## src/rtl/uart_rx_fifo.sv

```systemverilog
// ----------------------------------------------------------------------------
// uart_rx_fifo
//
// 8N1 UART receiver feeding the SDRAM write-side FIFO. The asynchronous
// rs232_rx line is synchronised, each byte is recovered LSB first by sampling
// at mid-bit, and a good byte is pushed into the FIFO with a one-cycle write
// strobe. Bad stop bits and bytes dropped on a full FIFO are flagged with
// one-cycle pulses.
//
// Parameters:
//   BAUD_END      last value of the per-bit baud counter (bit = BAUD_END+1 clks)
//
// Ports:
//   sclk          system clock
//   s_rst_n       asynchronous active-low reset
//   rs232_rx      serial line, idles high
//   wfifo_full    write-side FIFO full (looked at only at the stop-bit sample)
//   wfifo_wr_en   one-cycle write strobe
//   wfifo_wr_data received byte, held between strobes
//   frame_err     one-cycle pulse: stop bit sampled low
//   overflow      one-cycle pulse: good byte dropped, FIFO full
// ----------------------------------------------------------------------------
module uart_rx_fifo #(
  parameter int unsigned BAUD_END = 5207
) (
  input  logic       sclk,
  input  logic       s_rst_n,
  input  logic       rs232_rx,
  input  logic       wfifo_full,
  output logic       wfifo_wr_en,
  output logic [7:0] wfifo_wr_data,
  output logic       frame_err,
  output logic       overflow
);

  localparam int unsigned BAUD_M = BAUD_END / 2 - 1;

  localparam logic [12:0] BAUD_END_C = 13'(BAUD_END);
  localparam logic [12:0] BAUD_M_C   = 13'(BAUD_M);

  typedef enum logic [1:0] {
    IDLE  = 2'd0,
    START = 2'd1,
    DATA  = 2'd2,
    STOP  = 2'd3
  } state_t;

  // Synchroniser chain, reset to the idle (high) level.
  logic       rx_r1_q;
  logic       rx_r2_q;
  logic       rx_r3_q;

  // Marks when rx_r3 holds a real line sample after reset; until then the
  // reset-forced highs would make a line held low look like a falling edge.
  logic [2:0] warm_q;
  logic       warm;

  state_t      state_q,     state_d;
  logic [12:0] baud_cnt_q,  baud_cnt_d;
  logic [2:0]  bit_cnt_q,   bit_cnt_d;
  logic [7:0]  shift_q,     shift_d;
  logic        wr_en_q,     wr_en_d;
  logic [7:0]  wr_data_q,   wr_data_d;
  logic        frame_err_q, frame_err_d;
  logic        overflow_q,  overflow_d;

  logic        start_edge;
  logic        strobe;
  logic        baud_wrap;
  logic [12:0] baud_next;

  assign warm       = warm_q[2];
  assign start_edge = rx_r3_q & ~rx_r2_q;
  assign strobe     = (baud_cnt_q == BAUD_M_C);
  assign baud_wrap  = (baud_cnt_q == BAUD_END_C);
  assign baud_next  = baud_wrap ? '0 : baud_cnt_q + 13'd1;

  always_comb begin
    state_d     = state_q;
    baud_cnt_d  = baud_cnt_q;
    bit_cnt_d   = bit_cnt_q;
    shift_d     = shift_q;
    wr_data_d   = wr_data_q;
    wr_en_d     = 1'b0;
    frame_err_d = 1'b0;
    overflow_d  = 1'b0;

    unique case (state_q)
      IDLE: begin
        baud_cnt_d = '0;
        if (start_edge && warm) begin
          state_d = START;
        end
      end

      // The start bit is verified at mid-bit, but DATA is only entered at the
      // end of the start bit so that every later strobe falls mid data bit.
      START: begin
        baud_cnt_d = baud_next;
        if (strobe && rx_r2_q) begin
          state_d    = IDLE;
          baud_cnt_d = '0;
        end else if (baud_wrap) begin
          state_d    = DATA;
          baud_cnt_d = '0;
          bit_cnt_d  = '0;
        end
      end

      DATA: begin
        baud_cnt_d = baud_next;
        if (strobe) begin
          shift_d = {rx_r2_q, shift_q[7:1]};
        end
        if (baud_wrap) begin
          if (bit_cnt_q == 3'd7) begin
            state_d    = STOP;
            baud_cnt_d = '0;
          end else begin
            bit_cnt_d = bit_cnt_q + 3'd1;
          end
        end
      end

      // Leave at mid stop bit so a back-to-back start edge is not missed.
      STOP: begin
        baud_cnt_d = baud_next;
        if (strobe) begin
          state_d    = IDLE;
          baud_cnt_d = '0;
          if (!rx_r2_q) begin
            frame_err_d = 1'b1;
          end else if (wfifo_full) begin
            overflow_d = 1'b1;
          end else begin
            wr_en_d   = 1'b1;
            wr_data_d = shift_q;
          end
        end
      end

      default: begin
        state_d    = IDLE;
        baud_cnt_d = '0;
      end
    endcase
  end

  always_ff @(posedge sclk or negedge s_rst_n) begin
    if (!s_rst_n) begin
      rx_r1_q     <= 1'b1;
      rx_r2_q     <= 1'b1;
      rx_r3_q     <= 1'b1;
      warm_q      <= '0;
      state_q     <= IDLE;
      baud_cnt_q  <= '0;
      bit_cnt_q   <= '0;
      shift_q     <= '0;
      wr_en_q     <= 1'b0;
      wr_data_q   <= '0;
      frame_err_q <= 1'b0;
      overflow_q  <= 1'b0;
    end else begin
      rx_r1_q     <= rs232_rx;
      rx_r2_q     <= rx_r1_q;
      rx_r3_q     <= rx_r2_q;
      warm_q      <= {warm_q[1:0], 1'b1};
      state_q     <= state_d;
      baud_cnt_q  <= baud_cnt_d;
      bit_cnt_q   <= bit_cnt_d;
      shift_q     <= shift_d;
      wr_en_q     <= wr_en_d;
      wr_data_q   <= wr_data_d;
      frame_err_q <= frame_err_d;
      overflow_q  <= overflow_d;
    end
  end

  assign wfifo_wr_en   = wr_en_q;
  assign wfifo_wr_data = wr_data_q;
  assign frame_err     = frame_err_q;
  assign overflow      = overflow_q;

endmodule

```

## config.mk

```make
export PLATFORM = sky130hd
export DESIGN_NAME = uart_rx_fifo
export DESIGN_NICKNAME = d
export VERILOG_FILES = /design/src/rtl/uart_rx_fifo.sv
export SDC_FILE = /design/constraint.sdc
export NUM_CORES = 1
export LEC_CHECK = 0
export BUFFER_PORTS_ARGS = -buffer_cell sky130_fd_sc_hd__buf_2
export CAP_MARGIN = 0
export CORE_ASPECT_RATIO = 1.2
export CORE_MARGIN = 3
export CORE_UTILIZATION = 60
export CTS_CLUSTER_DIAMETER = 150
export CTS_CLUSTER_SIZE = 40
export DETAILED_ROUTE_END_ITERATION = 10
export GPL_TIMING_DRIVEN = 0
export PLACE_DENSITY = 0.78
export SLEW_MARGIN = 25
export SYNTH_ARGS = -nofsm -noshare
export SYNTH_HDL_FRONTEND = slang
export SYNTH_SLANG_ARGS = --single-unit
```

## constraint.sdc

```tcl
create_clock -name sclk -period 5.3 [get_ports sclk]
set_input_delay 1.06 -clock sclk [delete_from_list [all_inputs] [get_ports sclk]]
set_output_delay 1.06 -clock sclk [all_outputs]
set_load 0.05 [all_outputs]
```

# --- Word level (Yosys, flattened, before mapping) ---
# Cells that the tools add are included.
totals:
  ramBits: 0
  inputBits: 4
  mem_bits_ro: 0
  latch_bits: 0
  reg_bits: 43
  word_cells: 69
  n_memories: 0
  out_inout_bits: 11
op_classes:
  muxes: 30
  n_reduce_logical: 8
  order_cmp: 0
  n_mul: 0
  n_eq_ne: 14
  bitwise_logic: 3
  div_mod_pow: 0
  shifts: 0
  add_sub_neg: 2
ops:
  columns: ["cell", "count"]
  rows:
  - ["13-bit 2-to-1 mux", 6]
  - ["13-bit case mux with 4 select lines", 1]
  - ["2-bit inequality test, second input constant", 7]
  - ["13-bit by 1-bit adder with 13-bit output, second input constant", 1]
  - ["13-bit by 12-bit equality test with 1-bit output, second input constant", 1]
  - ["13-bit equality test, second input constant", 1]
  - ["2-bit 2-to-1 mux", 6]
  - ["3-bit 2-to-1 mux", 4]
  - ["1-bit 2-to-1 mux", 11]
  - ["5-bit AND reduction", 2]
  - ["2-bit case mux with 4 select lines", 1]
  - ["3-bit case mux with 2 select lines", 1]
  - ["2-bit equality test, second input constant", 2]
  - ["4-bit AND reduction", 1]
  - ["3-bit by 1-bit adder with 3-bit output, second input constant", 1]
  - ["3-bit equality test, second input constant", 1]
  - ["3-bit inequality test, second input constant", 1]
  - ["2-bit by 1-bit equality test with 1-bit output, second input constant", 1]
  - ["1-bit logical AND", 2]
  - ["2-bit zero test", 1]
  - ["1-bit inverter", 2]
  - ["2-bit AND reduction", 1]
  - ["2-bit nonzero test", 1]
  - ["1-bit bitwise AND", 1]

# --- Longest topological paths before layout ---
# Gate-level depths: netlist of the first run.
depth:
  word_depth: 5
  ltp_mapped: 7
  mapped_depth_nobuf: 6

# --- Worst setup path after synthesis of the first run ---
# Ideal clock, no wire load.
synth_path:
  path_kind: "input-to-reg"
  start: "input wfifo_full"
  end: "register wr_data_q[0], in the netlist wfifo_wr_data[0]"
  n_path_buf: 1
  arrival_ns: 2.019
  stages: 3
  slack_ns: 3.156
  setup_ns: 0.125
  required_time_ns: 5.175
  cell_sequence: "or4b_4 buf_6 mux2_4"
synth_between:
  elab_chain_len: 2
synth_rtl:
  columns: ["item", "line", "text"]
  rows:
  - ["start: declaration", "29", "input logic wfifo_full,"]
  - ["1-bit inverter (no line)", null, null]
  - ["4-bit AND reduction (no line)", null, null]
  - ["end signal: assignment", "173", "wr_data_q <= wr_data_d;"]
  - ["end: declaration", "63", "logic [7:0] wr_data_q, wr_data_d;"]
# Every way passes these cells.
# A chain may end at the register's enable or synchronous reset.

# --- Final worst setup path of the first run ---
layout_path:
  start: "register baud_cnt_q[0]"
  end: "register wr_data_q[5], in the netlist wfifo_wr_data[5]"
layout_between:
  elab_chain_len: 2
layout_rtl:
  columns: ["item", "line", "text"]
  rows:
  - ["start: declaration", "59", "logic [12:0] baud_cnt_q, baud_cnt_d;"]
  - ["start signal: assignment", "169", "baud_cnt_q <= baud_cnt_d;"]
  - ["13-bit by 12-bit equality test with 1-bit output", "74", "assign strobe = (baud_cnt_q == BAUD_M_C);"]
  - ["4-bit AND reduction (no line)", null, null]
# Every way passes these cells.

==> results of run 1 <==
[power by group]
part	switching [µW]	leakage [µW]	total, µW	internal [µW]
combinational	42.0	0.000441	73.9	31.9
clock	105	0.0000282	157	51.3
sequential	21.5	0.000575	368	347
total	169	0.00104	599	430
[metrics by stage]
| step | cells | setup WS, ns | total power, µW |
|---|---|---|---|
| after detailed placement | 195 | 3.00 | 450 |
| after global placement | 195 | 3.02 | 442 |
| final | 203 | 3.10 | 599 |
| after floorplan | 147 | 3.16 | 424 |
| after global routing | 203 | 2.93 | 629 |
| after CTS | 203 | 3.10 | 605 |
[final timing paths]
path,startpoint,end,slack [ns],cells after the start
min,warm_q[0]$_DFF_PN0_,warm_q[1]$_DFF_PN0_,0.35,0
min reg2reg,warm_q[0]$_DFF_PN0_,warm_q[1]$_DFF_PN0_,0.35,0
min in group asynchronous,s_rst_n,bit_cnt_q[1]$_DFFE_PN0P_,0.82,1
max reg2reg,baud_cnt_q[0]$_DFF_PN0_,wfifo_wr_data[5]$_DFFE_PN0P_,3.10,7
max,baud_cnt_q[0]$_DFF_PN0_,wfifo_wr_data[5]$_DFFE_PN0P_,3.10,7
max in group asynchronous,s_rst_n,wfifo_wr_data[7]$_DFFE_PN0P_,3.90,1
[area by class of cell]
class | instances | area (µm²)
Buffer | 6 | 31.3
Clock buffer | 6 | 41.3
Clock inverter | 2 | 12.5
Fill cell | 204 | 856
Inverter | 3 | 11.3
Multi-Input combinational cell | 95 | 772
Sequential cell | 43 | 1080
Tap cell | 34 | 42.5
Timing Repair Buffer | 14 | 70.1
[flip-flops by register name, indices dropped and copies added (netlist names), named ones only]
name and flops:
frame_err 1, warm_q 3, rx_r2_q 1, overflow 1, rx_r3_q 1, wfifo_wr_data 8, bit_cnt_q 3, shift_q 8
state_q 1, rx_r1_q 1, wfifo_wr_en 1, baud_cnt_q 13
[logic make-up after synthesis]
family          count (synthesis)  synth area share [%]
simple gates                   50                  16.7
flops                          43                  57.0
mux                            17                  11.7
compound gates                 12                  4.43
xor+xnor                       11                  5.09
buf+inv                         9                  2.25
fa+ha+maj                       4                  2.64
other cells                     1                 0.198
[metal layers]
layer,share of wire [%],wire length [µm],track usage [%],vias to the layer above
met3,3.5,111,5.16,6
met5,0,0,0,-
met1,47,1480,24.6,593
met4,1.6,51,7.54,0
li1,-,-,-,562
met2,47,1490,30.0,21
[cells in the final DEF (no fill, tap or decap), types with 4 or more instances in the layout]
master	n
nand2_1	4
ha_1	4
dfrtp_1	40
nor2_1	17
clkbuf_1	5
nand4_1	5
clkbuf_4	5
buf_2	15
mux2_2	9
mux2_4	8
nand3_1	4
xor2_1	10
[worst max-delay path, delay by kind of cell, from the launching register on]
family,cells,cell delay (ns)
flip-flops,1,0.44
AND/OR/NAND/NOR,3,0.96
adder cells (fa/ha/maj),1,0.14
multiplexers,1,0.30
buffers and inverters,2,0.24
==> flow_summary.yaml, run 1 <==
worst_setup_path:
  cp-start-kind: "register"
  crit_chain: "inv_1 > ha_1 > and4b_1 > nand3_2 > or4b_4 > buf_6 > mux2_4"
  crit_required_ns: 5.55
  cpPeakStageDelay_ns: 0.55
  critPathKind: "register to register"
  cp_slowest_cell: "or4b_4"
  cp_max_fo: 9
  critPathCaptureType: "register"
  arrival_ns: 2.45
flow_run:
  max-cap-violations: 0
global_route:
  antenna_found_initial: 0
  grt_pass1_vias: 1170
  track_usage_pct: 18.8
  grt_pass1_wl_um: 5460
  grt_max_degree: 44
  overflow: 0
synth:
  synth_edf_count: 0
  yosysWarningCount: 0
  yosys.area.top_type: "dfrtp_1"
  avgSynthCellArea_um2: 12.9
  synthDominantCellAreaShare_pct: 52.8
  synth_area_leaders: "dfrtp_1, mux2_4, mux2_2"
  ys_async_sr_fraction_pct: 100
  synth_area_um2: 1890
  ys_ff_latch: 43
  yosysSeqAreaShare_pct: 57.0
  synth_common_cells: "dfrtp_1, nor2_1, xor2_1, mux2_2, mux2_4"
  postSynthCellCount: 147
  synth_fp_nets: 155
  synth_ff_type: "dfrtp_1"
  synth_cell_types: 38
  synth.most_common_cell: "dfrtp_1"
power_and_ir_drop:
  p_leak_uw: 0.00104
  vdd_drop_max_v: 0.000282
  powerDensity_nw_per_um2: 291
final_layout:
  syn_to_final_growth_pct: 8.78
  antenna_cells: 0
  final_cell_area_um2: 2060
  fin_nets: 176
  drive_above_1_share_pct: 29.0
  finalCoreUtilization_pct: 70.7
sta:
  period_share_pct: 41.5
  setup_viol: 0
  rsz0062_at_grt: "no"
  max-slew-margin-rel_pct: 38.5
  hold_viol: 0
  period_needed_ns: 2.20
  tns_ns: 0
  finClkSkew_ns: 0.0127
  slew_violations: 0
  fmax_mhz: 455
  tightest_slew_ns: 0.922
  timing.hold.ws_ns: 0.354
clocking:
  hold_buffers: 0
  cts_tree: "yes"
  clk_pin_slew_ns: 0.13
  clk_latency_ns: 0.36
  root_buffer: "clkbuf_4"
  ctsResizeCount: 0
  numCtsBuffers: 5
  postCtsSetupRepairBufs: 0
  htreeDepth: 2
  numClockSinks: 43
  clock_path_buffers: 2
die:
  placementRows: 21
  ios: 15
  start_util_pct: 65.0
  dieHeight_um: 67.6
  design.core.area_um2: 2920
  design.die.area_um2: 3870
  die_x_um: 57.3
status:
  status: "finished, final reports clean"
detailed_routing:
  ant_nets: 0
  wl_um: 3130
  drt-pass1-iter-count: 4
  vias: 1182
  wl_per_cell_um: 15.4
  viasPerCell: 5.82
  drt_iter0_drc: 26
  drc_errors: 0
place:
  hpwlAfterDp_um: 2150
  place_congestion: 0.794
  place_area_um2: 2010
  io_buffers: 14
hold_path:
  hold_path.class: "register to register"
Power figures use the tool's default switching activity.
==> run 2: changes to the inputs <==
Settings changed: CORE_UTILIZATION 60 to 52, PLACE_DENSITY 0.78 to 0.71.
Clock period 5.3 ns to 1.8 ns, I/O delays scaled along.
==> flow_summary.yaml, run 2 (synthesis results as in run 1) <==
sta:
  period_needed_ns: 2.03
  setup_viol: 13
  fmax_mhz: 492
  tightest_slew_ns: 0.518
  finClkSkew_ns: 0.00390
  period_share_pct: 113
  max-slew-margin-rel_pct: 65.5
  worst_slack_ns: -0.231
  slew_violations: 0
  rsz0062_at_grt: "yes"
  hold_viol: 0
clocking:
  htreeDepth: 2
  numClockSinks: 43
  cts_tree: "yes"
  clk_latency_ns: 0.30
  numCtsBuffers: 5
  clk_pin_slew_ns: 0.08
  clock_path_buffers: 2
  root_buffer: "clkbuf_8"
detailed_routing:
  vias: 1264
  wl_um: 3740
  wl_per_cell_um: 17.1
  viasPerCell: 5.80
  drt-pass1-iter-count: 4
  drc_errors: 0
  ant_nets: 0
  drt_iter0_drc: 56
final_layout:
  fin_nets: 188
  seq_area_um2: 1080
  largest_register_ffs: 13
  fillers: 247
  syn_to_final_growth_pct: 22.1
  drive_above_1_share_pct: 40.9
  layout_commonest_cell: "dfrtp_1"
  finalCoreUtilization_pct: 67.5
  multi_input_area_um2: 857
  antenna_cells: 0
  final_cell_mix: "dfrtp_1, nor2_1, buf_2, buf_4, xor2_1"
  largest_register: "baud_cnt_q"
worst_setup_path:
  cp_slowest_cell: "or4b_4"
  cp-start-kind: "register"
  arrival_ns: 2.22
  crit_chain: "inv_2 > ha_4 > and4b_1 > nand3_2 > or4b_4 > mux2_4"
  cp_max_fo: 5
  critPathKind: "register to register"
  crit_required_ns: 1.99
  cpPeakStageDelay_ns: 0.63
  critPathCaptureType: "register"
power_and_ir_drop:
  combPwrFrac_pct: 18.2
  swShare_pct: 26.0
  vdd_drop_max_v: 0.000912
  power_switching_uw: 579
  internal-power_uw: 1650
  p_clk_share_pct: 33.4
  p_seq_share_pct: 48.4
  p_leak_uw: 0.00114
  powerDensity_nw_per_um2: 964
global_route:
  track_usage_pct: 18.2
  antenna_found_initial: 0
  grt_pass1_vias: 1308
  grt_pass1_wl_um: 5930
  grt_max_degree: 44
  overflow: 0
die:
  dieHeight_um: 72.1
  die_x_um: 61.1
  start_util_pct: 55.3
  placementRows: 23
  ios: 15
  design.die.area_um2: 4410
  design.core.area_um2: 3420
flow_run:
  max-cap-violations: 0
place:
  hpwlAfterDp_um: 2180
  io_buffers: 14
  pre_cts_ws_ns: -0.372
  place_congestion: 0.827
hold_path:
  hold_path.class: "input pin to asynchronous set/reset pin"
status:
  status: "finished, violations left"
  violations: "negative setup slack"
-- run 2: changes by cell type in the layout (fill, tap and decap cells not counted), sizes merged --
cell | before | now
buf | 16 | 29
clkbuf | 10 | 7
bufinv | 0 | 1
clkinv | 1 | 2
clkinvlp | 1 | 0
or4b | 1 | 2
-- run 2: layer usage --
metal | GRT usage [%] | part of all wire, % | vias to the layer above
met2 | 29.1 | 52 | 30
li1 | - | - | 585
met3 | 3.56 | 3.0 | 13
met1 | 21.5 | 42 | 636
met5 | 0 | 0 | -
met4 | 12.0 | 2.9 | 0
-- run 2: timing repair --
| item | CTS | global route |
|---|---|---|
| buffers inserted | 6 | 6 |
| gates cloned | 1 | 1 |
| pin swaps | 3 | 6 |
| setup endpoints to repair | 30 | 32 |
| resized for setup | 7 | 20 |
| hold buffers | 0 | 0 |
-- run 2: area by class of cell --
cell class,count,area share [%]
clock inverters,3,1.89
well taps,37,2.00
inverters,3,0.487
clock buffers,5,2.98
plain buffers,4,1.03
flip-flops and latches,43,46.9
multi-input cells,96,37.1
repair buffers,27,7.68
-- run 2: path summary, 6_finish.rpt --
kind,from,to,slack (ns),cells past startpoint
max,baud_cnt_q[0]$_DFF_PN0_,wfifo_wr_data[6]$_DFFE_PN0P_,-0.23,6
min,s_rst_n,baud_cnt_q[9]$_DFF_PN0_,0.03,1
max reg2reg,baud_cnt_q[0]$_DFF_PN0_,wfifo_wr_data[6]$_DFFE_PN0P_,-0.23,6
min reg2reg,warm_q[1]$_DFF_PN0_,warm_q[2]$_DFF_PN0_,0.35,0
max in group asynchronous,s_rst_n,baud_cnt_q[1]$_DFF_PN0_,1.38,1
min in group sclk,rs232_rx,rx_r1_q$_DFF_PN1_,0.15,1
-- run 2: per-stage QoR --
step	total power (µW)	hold WS (ns)	instances	setup TNS, ns	instance area (µm²)
finish	2230	0.0291	218	-1.77	2310
floorplan	1250	0.0644	147	-1.61	1900
detailed placement	1320	0.335	198	-7.12	2010
global placement	1300	0.334	198	-5.90	2010
global route	2340	0.0732	218	-3.05	2310
CTS	2100	0.142	211	-2.49	2180
-- run 2: critical path: cells and delay by family, from the launching register on --
family | cells | cell delay (ns)
simple gates | 3 | 1.00
flops | 1 | 0.40
mux | 1 | 0.33
fa+ha+maj | 1 | 0.12
buf+inv | 1 | 0.07
-- run 2: power by group through the flow --
| stage | registers (µW) | clock network (µW) | logic [µW] |
|---|---|---|---|
| CTS | 1070 | 763 | 261 |
| floorplan | 1090 | 0 | 162 |
| global placement | 1090 | 0 | 208 |
| finish | 1080 | 745 | 405 |
| detailed placement | 1100 | 0 | 220 |
| global route | 1090 | 812 | 443 |
